File: config.mk
export PLATFORM = sky130hd
export DESIGN_NAME = hazard_unit
export DESIGN_NICKNAME = d
export VERILOG_FILES = /design/src/rtl/hazard_pkg.sv /design/src/rtl/hazard_unit_sat_counter.sv /design/src/rtl/hazard_unit.sv
export SDC_FILE = /design/constraint.sdc
export NUM_CORES = 1
export LEC_CHECK = 0
export ABC_CLOCK_PERIOD_IN_PS = 1940
export BUFFER_PORTS_ARGS = -buffer_cell sky130_fd_sc_hd__buf_2
export CAP_MARGIN = 20
export CELL_PAD_IN_SITES_DETAIL_PLACEMENT = 1
export CELL_PAD_IN_SITES_GLOBAL_PLACEMENT = 1
export CORE_UTILIZATION = 34
export CTS_CLUSTER_DIAMETER = 80
export DETAILED_ROUTE_END_ITERATION = 10
export PLACE_DENSITY_LB_ADDON = 0.1
export SLEW_MARGIN = 20
export SYNTH_ARGS = -nofsm -noshare
export SYNTH_HDL_FRONTEND = slang
export SYNTH_HIERARCHICAL = 1
export SYNTH_SLANG_ARGS = --single-unit
File: constraint.sdc
create_clock -name clk -period 1.94 [get_ports clk]
set_clock_uncertainty 0.05 [all_clocks]
set_input_delay 0.194 -clock clk [delete_from_list [all_inputs] [get_ports clk]]
set_output_delay 0.194 -clock clk [all_outputs]
set_load 0.01 [all_outputs]
File: src/rtl/hazard_pkg.sv
`default_nettype none
// ==========================================================================
// hazard_pkg : state encodings and control bundles for hazard_unit
// Rev 1.0
// ==========================================================================
package hazard_pkg;

    typedef enum logic [1:0] {
        ST_RUN      = 2'd0,
        ST_LU_STALL = 2'd1,
        ST_MEM_WAIT = 2'd2
    } hz_state_t;

    localparam int LU_CNT_W = 4;

    typedef struct packed {
        logic buble;
        logic pc_w;
        logic ifid_w;
        logic flush;
        logic hold;
    } hz_ctrl_t;

    localparam hz_ctrl_t CTRL_RUN    = '{buble: 1'b1, pc_w: 1'b1, ifid_w: 1'b1, flush: 1'b0, hold: 1'b0};
    localparam hz_ctrl_t CTRL_STALL  = '{buble: 1'b0, pc_w: 1'b0, ifid_w: 1'b0, flush: 1'b0, hold: 1'b0};
    localparam hz_ctrl_t CTRL_FREEZE = '{buble: 1'b1, pc_w: 1'b0, ifid_w: 1'b0, flush: 1'b0, hold: 1'b1};
    localparam hz_ctrl_t CTRL_BRANCH = '{buble: 1'b0, pc_w: 1'b1, ifid_w: 1'b1, flush: 1'b1, hold: 1'b0};
    localparam hz_ctrl_t CTRL_RESET  = '{buble: 1'b1, pc_w: 1'b0, ifid_w: 1'b0, flush: 1'b0, hold: 1'b0};

endpackage
`default_nettype wire

File: src/rtl/hazard_unit_sat_counter.sv
`default_nettype none
// ==========================================================================
// sat_counter : saturating up-counter with synchronous clear
// Rev 1.0
// ==========================================================================
module sat_counter #(
    parameter int CNT_W = 16
) (
    input  logic             clk,
    input  logic             rst_n,
    input  logic             inc,
    input  logic             clr,
    output logic [CNT_W-1:0] cnt
);

    always_ff @(posedge clk or negedge rst_n) begin
        if (!rst_n) begin
            cnt <= '0;
        end else if (clr) begin
            cnt <= '0;
        end else if (inc && (cnt != '1)) begin
            cnt <= cnt + CNT_W'(1);
        end
    end

endmodule
`default_nettype wire

File: src/rtl/hazard_unit.sv
`default_nettype none
// ==========================================================================
// hazard_unit : load-use / branch / memory-wait hazard controller (Mealy FSM)
// Rev 1.0
// ==========================================================================
module hazard_unit
    import hazard_pkg::*;
#(
    parameter int LU_STALL_CYCLES = 1,
    parameter int CNT_W           = 16
) (
    input  logic             clk,
    input  logic             rst_n,
    input  logic [4:0]       ifid_rs,
    input  logic [4:0]       ifid_rt,
    input  logic             ifid_uses_rt,
    input  logic [4:0]       idex_rt,
    input  logic             idex_mem_read,
    input  logic             beq_taken,
    input  logic             dm_busy,
    input  logic             stall_cnt_clr,
    output logic             buble_mux_ctrl,
    output logic             pc_w_enable,
    output logic             ifid_w_enable,
    output logic             ifid_flush,
    output logic             pipe_hold,
    output logic [1:0]       hazard_state,
    output logic [CNT_W-1:0] stall_cnt
);

    localparam logic [LU_CNT_W-1:0] LU_RELOAD = LU_CNT_W'(LU_STALL_CYCLES - 1);

    hz_state_t             state, state_nxt;
    hz_state_t             ret_state, ret_nxt;
    hz_state_t             eff_state;
    logic [LU_CNT_W-1:0]   lu_cnt, lu_cnt_nxt;
    hz_ctrl_t              ctrl, ctrl_out;
    logic                  lu_hit;

    assign lu_hit = idex_mem_read && (idex_rt != 5'd0) &&
                    ((idex_rt == ifid_rs) || (ifid_uses_rt && (idex_rt == ifid_rt)));

    always_ff @(posedge clk or negedge rst_n) begin
        if (!rst_n) begin
            state     <= ST_RUN;
            ret_state <= ST_RUN;
            lu_cnt    <= '0;
        end else begin
            state     <= state_nxt;
            ret_state <= ret_nxt;
            lu_cnt    <= lu_cnt_nxt;
        end
    end

    // The release cycle of MEM_WAIT behaves exactly like the saved state.
    assign eff_state = (state == ST_MEM_WAIT) ? ret_state : state;

    always_comb begin
        state_nxt  = state;
        ret_nxt    = ret_state;
        lu_cnt_nxt = lu_cnt;
        ctrl       = CTRL_RUN;
        if ((state == ST_MEM_WAIT) && dm_busy) begin
            ctrl = CTRL_FREEZE;
        end else if (eff_state == ST_LU_STALL) begin
            if (dm_busy) begin
                ctrl      = CTRL_FREEZE;
                ret_nxt   = ST_LU_STALL;
                state_nxt = ST_MEM_WAIT;
            end else begin
                ctrl       = CTRL_STALL;
                lu_cnt_nxt = lu_cnt - LU_CNT_W'(1);
                state_nxt  = (lu_cnt == LU_CNT_W'(1)) ? ST_RUN : ST_LU_STALL;
            end
        end else begin
            state_nxt = ST_RUN;
            if (dm_busy) begin
                ctrl      = CTRL_FREEZE;
                ret_nxt   = ST_RUN;
                state_nxt = ST_MEM_WAIT;
            end else if (beq_taken) begin
                ctrl = CTRL_BRANCH;
            end else if (lu_hit) begin
                ctrl       = CTRL_STALL;
                lu_cnt_nxt = LU_RELOAD;
                state_nxt  = (LU_RELOAD != '0) ? ST_LU_STALL : ST_RUN;
            end
        end
    end

    assign ctrl_out       = rst_n ? ctrl : CTRL_RESET;
    assign buble_mux_ctrl = ctrl_out.buble;
    assign pc_w_enable    = ctrl_out.pc_w;
    assign ifid_w_enable  = ctrl_out.ifid_w;
    assign ifid_flush     = ctrl_out.flush;
    assign pipe_hold      = ctrl_out.hold;
    assign hazard_state   = state;

    sat_counter #(
        .CNT_W (CNT_W)
    ) u_stall_cnt (
        .clk   (clk),
        .rst_n (rst_n),
        .inc   (~ctrl_out.pc_w),
        .clr   (stall_cnt_clr),
        .cnt   (stall_cnt)
    );

endmodule
`default_nettype wire

# [After elaboration in Yosys (flattened, before gate mapping)]
# Index checks and enable logic that the tools add are counted.
[totals] inputBits=22 romBits=0 ff_bits=24 latchBits=0 mem_count=0 ramBits=0
[op_classes] mul=0 eq_ne=7 muxes=22 div_mod_pow=0 n_reduce_logical=11 addsub=2 n_bitwise=3 n_shift=0 magnitude_cmp=0
[ops] operator="two-way mux 5 bit" n=7
[ops] operator="two-way mux 16 bit" n=2
[ops] operator="two-way mux 4 bit" n=5
[ops] operator="adder 16 x 1 -> 16 bit, second input constant" n=1
[ops] operator="!= test 16 bit, second input constant" n=1
[ops] operator="two-way mux 2 bit" n=7
[ops] operator="== test 5 bit" n=2
[ops] operator="logical AND 1 bit" n=5
[ops] operator="nonzero test 5 bit" n=1
[ops] operator="== test 4 x 1 -> 1 bit, second input constant" n=1
[ops] operator="AND reduction 4 bit" n=1
[ops] operator="nonzero test 2 bit" n=2
[ops] operator="subtractor 4 x 1 -> 4 bit, second input constant" n=1
[ops] operator="inverter 1 bit" n=3
[ops] operator="== test 2 x 1 -> 1 bit, second input constant" n=1
[ops] operator="== test 2 bit, second input constant" n=1
[ops] operator="!= test 2 x 1 -> 1 bit, second input constant" n=1
[ops] operator="AND reduction 2 bit" n=1
[ops] operator="logical OR 1 bit" n=1
[ops] operator="two-way mux 1 bit" n=1

# [Depth between registers and ports, before layout]
[logic_depth] ltp_word=14 ltp_mapped=10 mapped_depth_nobuf=8

# [Cells and area by module]
# The synthesis kept the hierarchy.
[by_module_without_submodules] mod="sat_counter" seq_area_each_um2=400.4 area_per_inst_um2=942.2 cells_per_inst=98 n_inst=1
[by_module_without_submodules] mod="hazard_unit" seq_area_each_um2=175.2 area_per_inst_um2=560.5 cells_per_inst=69 n_inst=1

# [Worst setup path after synthesis]
# Ideal clock, no wire load.
[synth_path] kind="input to register" from="in idex_rt[3]" to="reg u_stall_cnt.cnt[3]" arrival_ns=2.184 cell_stages=9 setup_time_ns=0.078 slack_ns=-0.372 path_cell_list="xor2_1 > nor4_1 > a32oi_1 > nor3_2 > or2_1 > inv_1 > clkbuf_1 > or4_2 > a21oi_1"
[synth_via] elab_chain_cells=13 word_cells_on_any_way=16 cone_classes="eq/ne (2); mux (6); bitwise (1); reduce/logical (7)"
[synth_rtl] element="start, declared" line="hazard_unit.sv:17" text="input logic [4:0] idex_rt,"
[synth_rtl] element="== test 5 bit" line="hazard_unit.sv:41" text="((idex_rt == ifid_rs) || (ifid_uses_rt && (idex_rt == ifid_rt)));"
[synth_rtl] element="logical AND 1 bit" line="hazard_unit.sv:41"
[synth_rtl] element="logical OR 1 bit" line="hazard_unit.sv:41"
[synth_rtl] element="logical AND 1 bit *" line="hazard_unit.sv:40" text="assign lu_hit = idex_mem_read && (idex_rt != 5'd0) &&"
[synth_rtl] element="two-way mux 5 bit *" line="hazard_unit.sv:83" text="end else if (lu_hit) begin"
[synth_rtl] element="two-way mux 5 bit *" line="hazard_unit.sv:81" text="end else if (beq_taken) begin"
[synth_rtl] element="two-way mux 5 bit *" line="hazard_unit.sv:77" text="if (dm_busy) begin"
[synth_rtl] element="two-way mux 5 bit *" line="hazard_unit.sv:65" text="end else if (eff_state == ST_LU_STALL) begin"
[synth_rtl] element="two-way mux 5 bit *" line="hazard_unit.sv:63" text="if ((state == ST_MEM_WAIT) && dm_busy) begin"
[synth_rtl] element="two-way mux 5 bit *" line="hazard_unit.sv:91" text="assign ctrl_out = rst_n ? ctrl : CTRL_RESET;"
[synth_rtl] element="inverter 1 bit *" line="hazard_unit.sv:104" text=".inc (~ctrl_out.pc_w),"
[synth_rtl] element="logical AND 1 bit *" line="hazard_unit_sat_counter.sv:21" text="end else if (inc && (cnt != '1)) begin"
[synth_rtl] element="nonzero test 2 bit (no line) *"
[synth_rtl] element="end signal, assigned" line="hazard_unit_sat_counter.sv:22" text="cnt <= cnt + CNT_W'(1);"
[synth_rtl] element="end, declared" line="hazard_unit_sat_counter.sv:13" text="output logic [CNT_W-1:0] cnt"
# Every way passes the cells marked *; elsewhere a longest branch is shown, timed or not.
# A chain may end at the register's enable or synchronous reset.

# [Worst setup path in the final report]
[layout_path] from="in ifid_rt[3]" to="reg u_stall_cnt.cnt[7]"
[layout_via] elab_chain_cells=13
[layout_rtl] element="start, declared" line="hazard_unit.sv:15" text="input logic [4:0] ifid_rt,"
[layout_rtl] element="== test 5 bit" line="hazard_unit.sv:41"
[layout_rtl] element="logical AND 1 bit" line="hazard_unit.sv:41"
[layout_rtl] element="logical OR 1 bit" line="hazard_unit.sv:41"
[layout_rtl] element="logical AND 1 bit" line="hazard_unit.sv:40"
[layout_rtl] element="two-way mux 5 bit" line="hazard_unit.sv:83"
[layout_rtl] element="two-way mux 5 bit" line="hazard_unit.sv:81"
[layout_rtl] element="two-way mux 5 bit" line="hazard_unit.sv:77"
[layout_rtl] element="two-way mux 5 bit" line="hazard_unit.sv:65"
[layout_rtl] element="two-way mux 5 bit" line="hazard_unit.sv:63"
[layout_rtl] element="two-way mux 5 bit" line="hazard_unit.sv:91"
[layout_rtl] element="inverter 1 bit" line="hazard_unit.sv:104"
[layout_rtl] element="logical AND 1 bit" line="hazard_unit_sat_counter.sv:21"
[layout_rtl] element="nonzero test 2 bit (no line)"
# Every way passes these cells.

==> out/qor.csv <==
metric;value;unit
status;complete, but fails checks;
violations;setup timing;
rsz0062_at_grt;true;
yosys.area.top_type;dfrtp_1;
avgRoutedWirePerCell;17.7;um
cts_tree;built;
h-tree-depth;1;
first_global_vias;1549;
power_density;444;nW/um2
grt_max_degree;25;
critPathSlowestCell;nor4_2;
crit_path_cell_trace;buf_6, xor2_1, nor4_2, a32oi_1, nor3_2, or2_4, buf_12, inv_8, buf_4, o31ai_1, a21oi_1;
slew_headroom;67.2;%
portBuffers;44;
fin_crit_sh;104;%
ys_types;40;
max_stage_delay;320;ps
yosysTopAreaCellShare;38.3;%
grt_pass1_wl;7440;um
antenna_found_initial;0;
p_leak;1.01;nW
cp-start-kind;input pin;
nNetsFinal;260;
rr_endpoint;u_stall_cnt/cnt[13];
arrival;2110;ps
worstMarginPinSlew;491;ps
reg2regPathDepth;5;
dr_total_vias;1536;
cp.required;2030;ps
critPathMaxFanout;8;
synth_area_leaders;dfrtp_1, a21oi_1, xor2_1;
finalPower;1.00;mW
peakVddDrop;279;uV
clock-root-buffer;clkbuf_8;
coreArea;4120;um2
nFillCells;466;
drt_iter0_drc;41;
viasPerCell;5.41;
num_antenna_cells;0;
endpoint_kind;flop;
synth-seq-cells;23;
gp_congestion;0.770;
crit_type;in -> reg;
hold_viol;0;
startpoint;ifid_rt[3];
row_count;23;
min_from;dm_busy;
timing.final.ws_setup;-82.2;ps
seq_area_frac_synth;38.3;%
syn_area;1500;um2
postSynthAreaPerCell;9.00;um2
totalWireLength;5020;um
clkTransAtPathRegs;90;ps
dr.pass1.iters;4;
yosysWarnings;6;
grt-ovfl-total;0;
ios;45;
die_h;68.5;um
synth_nets;192;
r2r-start;u_stall_cnt/cnt[11];
initial_core_util;36.5;%
syn2layout_area_growth;50.2;%
grt_use_total;21.2;%
post-route-drc-count;0;
insertion_delay;270;ps
syn_inst;167;
drv_cap;0;
fmax;0.495;GHz
clock-sinks;23;
setup_viol;7;
min_period;2020;ps
fin_setup_tns;-252;ps
regToRegSetupSlack;0;ps
whs_endpoint;hazard_state[1];
die_width;68.5;um
cts_made_buffers;3;
hold_path.class;in -> reg;
dp_hpwl;3250;um
finalMaxSlewViolations;0;
ant_nets;0;
drive_gt1_share;50.0;%
cts_buffer_depth;2;
hold_path_depth;2;
dieArea;4690;um2
## worst max path at each step
stage	to	cells after the start
final	u_stall_cnt/cnt[7]	11
after global routing	u_stall_cnt/cnt[7]	11
after floorplan	u_stall_cnt/cnt[2]	9
after CTS	u_stall_cnt/cnt[15]	9
after detailed placement	u_stall_cnt/cnt[10]	9
after global placement	u_stall_cnt/cnt[7]	9
## kinds of logic (layout without fill, tap and decap cells)
kind of cell | after synthesis | count (layout) | share of synthesized area (%)
AO/OA/AOI/OAI | 38 | 38 | 15.7
XOR/XNOR | 10 | 10 | 5.83
adder cells (fa/ha/maj) | 3 | 3 | 2.50
buffers and inverters | 14 | 81 | 4.25
flip-flops | 23 | 23 | 38.3
multiplexers | 6 | 6 | 4.33
AND/OR/NAND/NOR | 73 | 73 | 29.1
## layout by cell type, fill, tap and decap left out, types with 3 or more instances in the layout
| cell type | instances |
|---|---|
| buf_2 | 41 |
| buf_4 | 24 |
| dfrtp_1 | 22 |
| nand2_1 | 12 |
| nor2_1 | 10 |
| xor2_1 | 9 |
| a21oi_1 | 8 |
| nor2b_1 | 7 |
| a21oi_2 | 7 |
| nand4_1 | 6 |
| o21ai_0 | 5 |
| nor4_4 | 5 |
| or4_4 | 5 |
| inv_1 | 4 |
| buf_6 | 4 |
| o31ai_1 | 4 |
| o21ai_1 | 4 |
| nor3_2 | 3 |
| or4_1 | 3 |
| and3_1 | 3 |
| nor3_1 | 3 |
| clkbuf_8 | 3 |
## flip-flops by register name, summed over array words and instances (netlist names)
name and cells:
hazard_state 2, ret_state 1, u_stall_cnt/cnt 16, lu_cnt 4
## cells in the mapped netlist, drive strengths merged
master	instances
a32oi	1
mux2	4
o31ai	7
o211ai	1
mux2i	2
dfrtp	23
xnor2	1
buf	2
a211oi	2
and2	1
nor2b	8
nand2	12
or2	1
nand3b	1
nor2	11
inv	5
nor4	6
or3	3
a21oi	16
xor2	9
clkbuf	7
o21ai	10
ha	3
nand4	7
and3	3
nand3	3
and4	2
nor3	6
or4	8
a22o	1
nand2b	1
## layer usage
metal | track usage, % | up-vias | part of all wire, %
li1 | - | 747 | -
met1 | 27.5 | 747 | 43
met2 | 37.3 | 38 | 53
met3 | 3.67 | 4 | 3.4
met4 | 2.34 | 0 | 0.74
met5 | 0 | - | 0
## power by group
part	switching [mW]	total (mW)	internal (mW)
clock network	0.166	0.310	0.144
logic	0.106	0.197	0.0916
registers	0.00850	0.495	0.487
## area by class of cell
class                      count  area, um2  share of cell area, %
inverter                       5       26.3                   1.16
tap                           50       62.6                   2.77
timing repair inverter         1       11.3                  0.499
timing repair buffer          71        460                   20.4
multi-input combinational    130       1070                   47.6
clock buffer                   3       41.3                   1.83
clock inverter                 1       5.00                  0.222
sequential                    23        577                   25.6
## metrics by stage
stage                     area, um2  util (%)  setup WS [ps]  hold WS, ps  std cells
after detailed placement       1940      47.1           -534          170        271
after CTS                      2100      51.0          -48.8          176        280
final                          2260      54.8          -82.2          187        284
after global placement         1940      47.1           -295          170        271
after global routing           2260      54.8           -223          188        284
after floorplan                1570         -           -183         -152        167
## worst max-delay path, delay by kind of cell
family,cells,cell delay [ps]
AOI/OAI and AO/OA,3,580
xor gates and xnor gates,1,160
buffers and inverters,4,400
and+or+nand+nor,3,770
## timing repair
action | 4_1_cts | 5_1_grt
gates resized for setup | 16 | 25
hold endpoints to repair | 23 | 0
hold buffers | 1 | 0
buffers inserted | 3 | 4
endpoints found under the setup margin | 16 | 19
gates cloned | 1 | 0
pin swaps | 11 | 12
(Power assumes the default switching activity.)
